### config.mk
export PLATFORM = sky130hd
export DESIGN_NAME = gpio_controller
export DESIGN_NICKNAME = d
export VERILOG_FILES = /design/src/rtl/gpio_controller.sv
export SDC_FILE = /design/constraint.sdc
export NUM_CORES = 1
export LEC_CHECK = 0
export CAP_MARGIN = 0
export CORE_MARGIN = 2
export CORE_UTILIZATION = 67
export DETAILED_ROUTE_END_ITERATION = 16
export DONT_BUFFER_PORTS = 1
export PLACE_DENSITY = 0.81
export SLEW_MARGIN = 30
export SYNTH_ARGS = -nofsm -noshare
export SYNTH_HDL_FRONTEND = slang
export SYNTH_SLANG_ARGS = --single-unit
export TNS_END_PERCENT = 30
### constraint.sdc
create_clock -name clock -period 2.7 [get_ports clock]
set_input_delay 0.54 -clock clock [delete_from_list [all_inputs] [get_ports clock]]
set_output_delay 0.54 -clock clock [all_outputs]
set_load 0.02 [all_outputs]
### src/rtl/gpio_controller.sv
// ---------------------------------------------------------------------------
// gpio_controller
//
// Memory-mapped GPIO block for the I/O window of the memory controller.
// Provides IO_WIDTH pins with per-pin direction, atomic set/clear/toggle of
// the output register, synchronised pin inputs, and per-pin rising/falling
// edge detection with sticky status and a level interrupt.
//
// All state updates on the falling edge of clock (memory-system convention).
//
// Ports:
//   clock        in   1         system clock, falling-edge active
//   reset_n      in   1         asynchronous active-low reset
//   data_out     out  32        registered read data
//   io_out       out  IO_WIDTH  pin output values (DATA_OUT register)
//   io_oe        out  IO_WIDTH  per-pin output enable (DIR register), 1 = drive
//   irq          out  1         level interrupt, OR of IRQ_STATUS bits
//   data_in      in   32        write data
//   address      in   5         word offset within the I/O window
//   io_in        in   IO_WIDTH  asynchronous pin inputs
//   chip_select  in   1         window selected
//   we           in   1         write enable, qualified by chip_select
//
// Register map (word offset):
//   0x00 DATA_OUT RW, 0x01 DIR RW, 0x02 DATA_IN RO, 0x03 SET WO,
//   0x04 CLEAR WO, 0x05 TOGGLE WO, 0x06 IRQ_EN_RISE RW, 0x07 IRQ_EN_FALL RW,
//   0x08 IRQ_STATUS R/W1C, all other offsets read 0 and ignore writes.
// ---------------------------------------------------------------------------
module gpio_controller #(
    parameter int IO_WIDTH    = 4,
    parameter int SYNC_STAGES = 2
) (
    input  logic                clock,
    input  logic                reset_n,
    output logic [31:0]         data_out,
    output logic [IO_WIDTH-1:0] io_out,
    output logic [IO_WIDTH-1:0] io_oe,
    output logic                irq,
    input  logic [31:0]         data_in,
    input  logic [4:0]          address,
    input  logic [IO_WIDTH-1:0] io_in,
    input  logic                chip_select,
    input  logic                we
);

    localparam logic [4:0] ADDR_DATA_OUT = 5'h00;
    localparam logic [4:0] ADDR_DIR      = 5'h01;
    localparam logic [4:0] ADDR_DATA_IN  = 5'h02;
    localparam logic [4:0] ADDR_SET      = 5'h03;
    localparam logic [4:0] ADDR_CLEAR    = 5'h04;
    localparam logic [4:0] ADDR_TOGGLE   = 5'h05;
    localparam logic [4:0] ADDR_EN_RISE  = 5'h06;
    localparam logic [4:0] ADDR_EN_FALL  = 5'h07;
    localparam logic [4:0] ADDR_STATUS   = 5'h08;

    // Zero-extend a pin-wide field onto the 32-bit bus. Written as a function
    // so that IO_WIDTH = 32 needs no zero-width replication.
    function automatic logic [31:0] zext(input logic [IO_WIDTH-1:0] val);
        logic [31:0] res;
        res               = 32'h0000_0000;
        res[IO_WIDTH-1:0] = val;
        return res;
    endfunction

    // Registered state
    logic [IO_WIDTH-1:0] r_data_out;
    logic [IO_WIDTH-1:0] r_dir;
    logic [IO_WIDTH-1:0] r_en_rise;
    logic [IO_WIDTH-1:0] r_en_fall;
    logic [IO_WIDTH-1:0] r_status;
    logic [IO_WIDTH-1:0] r_sync [SYNC_STAGES];
    logic [IO_WIDTH-1:0] r_hist;
    logic [31:0]         r_rdata;

    // Combinational next-state and decode
    logic                w_wr;
    logic                w_rd;
    logic [IO_WIDTH-1:0] w_wdata;
    logic [IO_WIDTH-1:0] w_sync;
    logic [IO_WIDTH-1:0] w_rise;
    logic [IO_WIDTH-1:0] w_fall;
    logic [IO_WIDTH-1:0] w_event;
    logic [IO_WIDTH-1:0] w_clr;
    logic [IO_WIDTH-1:0] w_data_out_nxt;
    logic [IO_WIDTH-1:0] w_dir_nxt;
    logic [IO_WIDTH-1:0] w_en_rise_nxt;
    logic [IO_WIDTH-1:0] w_en_fall_nxt;
    logic [IO_WIDTH-1:0] w_status_nxt;
    logic [31:0]         w_rdata_mux;

    assign w_wr    = chip_select & we;
    assign w_rd    = chip_select & ~we;
    assign w_wdata = data_in[IO_WIDTH-1:0];

    // Edge detection compares the last synchroniser stage to its history flop.
    assign w_sync  = r_sync[SYNC_STAGES-1];
    assign w_rise  = w_sync & ~r_hist;
    assign w_fall  = ~w_sync & r_hist;
    assign w_event = (w_rise & r_en_rise) | (w_fall & r_en_fall);

    // Write decode: computes the next value of every writable register.
    always_comb begin
        w_data_out_nxt = r_data_out;
        w_dir_nxt      = r_dir;
        w_en_rise_nxt  = r_en_rise;
        w_en_fall_nxt  = r_en_fall;
        w_clr          = '0;
        if (w_wr) begin
            case (address)
                ADDR_DATA_OUT: w_data_out_nxt = w_wdata;
                ADDR_DIR:      w_dir_nxt      = w_wdata;
                ADDR_SET:      w_data_out_nxt = r_data_out | w_wdata;
                ADDR_CLEAR:    w_data_out_nxt = r_data_out & ~w_wdata;
                ADDR_TOGGLE:   w_data_out_nxt = r_data_out ^ w_wdata;
                ADDR_EN_RISE:  w_en_rise_nxt  = w_wdata;
                ADDR_EN_FALL:  w_en_fall_nxt  = w_wdata;
                ADDR_STATUS:   w_clr          = w_wdata;
                default:       w_clr          = '0;
            endcase
        end else begin
            w_clr = '0;
        end
    end

    // Sticky status: clear is applied first so a same-edge event keeps the bit set.
    assign w_status_nxt = (r_status & ~w_clr) | w_event;

    // Read mux: selects the addressed register, zero-extended to the bus width.
    always_comb begin
        w_rdata_mux = 32'h0000_0000;
        case (address)
            ADDR_DATA_OUT: w_rdata_mux = zext(r_data_out);
            ADDR_DIR:      w_rdata_mux = zext(r_dir);
            ADDR_DATA_IN:  w_rdata_mux = zext(w_sync);
            ADDR_EN_RISE:  w_rdata_mux = zext(r_en_rise);
            ADDR_EN_FALL:  w_rdata_mux = zext(r_en_fall);
            ADDR_STATUS:   w_rdata_mux = zext(r_status);
            default:       w_rdata_mux = 32'h0000_0000;
        endcase
    end

    // Control and status registers.
    always_ff @(negedge clock or negedge reset_n) begin
        if (!reset_n) begin
            r_data_out <= '0;
            r_dir      <= '0;
            r_en_rise  <= '0;
            r_en_fall  <= '0;
            r_status   <= '0;
        end else begin
            r_data_out <= w_data_out_nxt;
            r_dir      <= w_dir_nxt;
            r_en_rise  <= w_en_rise_nxt;
            r_en_fall  <= w_en_fall_nxt;
            r_status   <= w_status_nxt;
        end
    end

    // Input synchroniser chain plus history flop for edge detection.
    always_ff @(negedge clock or negedge reset_n) begin
        if (!reset_n) begin
            for (int i = 0; i < SYNC_STAGES; i++) begin
                r_sync[i] <= '0;
            end
            r_hist <= '0;
        end else begin
            r_sync[0] <= io_in;
            for (int i = 1; i < SYNC_STAGES; i++) begin
                r_sync[i] <= r_sync[i-1];
            end
            r_hist <= w_sync;
        end
    end

    // Read data register: loads on reads, holds during writes, zero when idle.
    always_ff @(negedge clock or negedge reset_n) begin
        if (!reset_n) begin
            r_rdata <= 32'h0000_0000;
        end else if (w_rd) begin
            r_rdata <= w_rdata_mux;
        end else if (w_wr) begin
            r_rdata <= r_rdata;
        end else begin
            r_rdata <= 32'h0000_0000;
        end
    end

    assign data_out = r_rdata;
    assign io_out   = r_data_out;
    assign io_oe    = r_dir;
    assign irq      = |r_status;

endmodule

==> metrics.md <==
| Metric | Value |
|---|---|
| PD cells | `630 nW/µm²` |
| Die footprint | `3580 µm²` |
| Most frequent cells in the layout | `36 x dfrtn_1, 28 x conb_1, 19 x nand2_1` |
| Clock skew | `0.0108 ns` |
| Max Cap Viol | `0` |
| Largest net degree at the start of global routing | `37` |
| Register area share after synthesis | `0.432` |
| Final setup viols | `17` |
| CP top delay family | `simple AND/OR/NAND/NOR gates` |
| Vias in the first global route | `1477` |
| LEAKAGE | `0.000998 µW` |
| Final HPWL from detailed placement | `3020 µm` |
| Multi-input gate area | `996 µm²` |
| Clk_lat worst skew | `0.34 ns` |
| # clock sinks | `36` |
| Bufs on Longest Clock Path | `2` |
| DR WL/cell | `17.4 µm` |
| Final #Nets | `264` |
| Max Fanout on Critical Path | `2` |
| Most common cell after layout, fill and taps aside | `dfrtn_1` |
| Total gr overflow | `0` |
| Unrepaired setup endpoints after global routing | `true` |
| Final worst slack | `-0.457 ns` |
| Die Wd | `59.8 µm` |
| Most used DFF post-synth | `dfrtn_1` |
| Critical path type | `reg -> out` |
| H-tree Lvls | `2` |
| Total Routed Length | `4250 µm` |
| Port Buf Inserts | `0` |
| CTS tree | `done` |
| Worst min-delay path class | `reg -> reg` |
| Share of layout cells above drive strength 1 | `0.165` |
| Post-synth ARST share | `1.00` |
| Setup crit end kind | `output pin` |
| Postcts setup bufs | `0` |
| Final Instance Area | `2150 µm²` |
| Routability cong. | `0.857` |
| First-pass GRT wire length | `6880 µm` |
| Failing checks | `negative setup slack` |
| Clock buffer count from CTS | `5` |
| Boundary Pins | `86` |
| Syn_area_per_cell | `10.5 µm²` |
| Post-route ant nets | `0` |
| Worst path cell trace | `or4_4` |
| # fillers | `225` |
| Die height | `59.8 µm` |
| Starting density of the core | `0.695` |
| Drt first pass iters | `4` |
| Placed cell count | `237` |
| Layout Cells excl Fill | `245` |
| Diodes inserted | `0` |
| CP Launch Type | `register` |
| Mapped cell area | `2090 µm²` |
| CP arrival | `2.62 ns` |
| Antenna violations before repair | `0` |
| Iter 0 DRT Violations | `104` |
| DRC | `0` |
| Site Rows | `20` |
| Reg clk slew, reported paths | `0.07 ns` |
| Register area | `901 µm²` |
| Crit-path max cell delay | `0.59 ns` |
| Syn Inst Count | `199` |
| Hold Buf Count CTS | `0` |
| Layout area overhead | `2.88%` |
| Vias | `1510` |
| Total GRT Usage | `0.270` |
| Root Buffer | `clkbuf_4` |
| Peak VDD IR | `568 µV` |
| Slowest-stage cell, CP | `or4_4` |
| Core ar. | `3000 µm²` |
| Pins Over Slew Limit | `0` |
| WP buf/inv | `0` |
| Yosys cell types | `38` |
| Yosys reg bits | `36` |
| Req. time, crit path | `2.16 ns` |
| Ys Warns | `0` |
| Post-synth EDFFs | `0` |
| Vias per cell | `6.16` |
| Outcome | `complete, but fails checks` |
| DP Worst Slack | `-0.395 ns` |
| Final hold violations | `0` |
| Placed inst area | `2060 µm²` |
## cells in the mapped netlist (2+ instances only)
library cell,instances,share of area
nand3b_1,11,0.040
o2bb2ai_1,2,0.0084
a21o_1,6,0.022
buf_6,3,0.016
nor3_1,2,0.0048
o221ai_1,4,0.017
mux2_2,4,0.022
nand2_1,19,0.034
ha_1,8,0.048
a211oi_1,2,0.0072
nand3_1,6,0.014
nand4_1,2,0.0060
mux2i_1,11,0.053
nor2_1,3,0.0054
buf_4,29,0.10
o221a_2,4,0.022
dfrtn_1,36,0.43
inv_1,9,0.016
o21ai_0,19,0.046
## layout make-up
type	count	area share
multi-input combinational	147	0.464
sequential	36	0.420
timing repair buffer	12	0.0420
clock inverter	3	0.0216
tap	33	0.0192
clock buffer	5	0.0175
inverter	9	0.0157
## state kept, by name, indices dropped and copies added (netlist names)
| register | flops |
|---|---|
| io_out | 4 |
| r_en_fall | 4 |
| r_sync | 4 |
| io_oe | 4 |
| r_status | 4 |
| r_hist | 4 |
| data_out | 4 |
| r_en_rise | 4 |
| w_sync | 4 |
## worst paths after layout
check                      cells past startpoint         from  slack (ns)         to
min in group asynchronous                      0      reset_n        1.12   io_oe[3]
max                                            1  r_status[0]       -0.46        irq
max in group asynchronous                      0      reset_n        1.46  w_sync[3]
min                                            0    r_sync[6]        0.30  w_sync[2]
max reg2reg                                    5    io_out[1]        1.04  io_out[1]
min reg2reg                                    0    r_sync[6]        0.30  w_sync[2]
## layer usage
metal,global-route usage,up-vias,share of wire
li1,-,674,-
met1,0.344,727,0.39
met2,0.418,93,0.49
met3,0.0823,16,0.089
met4,0.130,0,0.035
met5,0,-,0
## per-stage QoR
step	total power (µW)	hold WS, ns	util	TNS, ns
floorplan	916	0.292	-	-3.78
global placement	933	0.293	0.685	-4.86
detailed placement	953	0.295	0.685	-5.41
CTS	1350	0.297	0.715	-1.71
global route	1420	0.301	0.715	-2.26
finish	1350	0.296	0.715	-1.68
## where the power goes
part	total [µW]	internal (µW)	leakage (µW)	switching (µW)
clock	398	198	0.0000418	201
combinational	242	117	0.000514	126
sequential	712	615	0.000441	96.9
## repair_timing
| action | CTS | global route |
|---|---|---|
| setup endpoints to repair | 21 | 20 |
| pin swaps | 5 | 2 |
| resized for setup | 2 | 0 |
## cells by family (layout without fill, tap and decap cells)
group	after synthesis	after routing	share of synthesized area
AOI/OAI and AO/OA	41	41	0.140
xor gates and xnor gates	1	1	0.00420
adders and majority gates	8	8	0.0480
buffers and inverters	43	29	0.141
DFF	36	36	0.432
muxes	15	15	0.0744
other	1	28	0.00180
and+or+nand+nor	54	54	0.159
No activity file was read; power rests on OpenSTA's default activity.
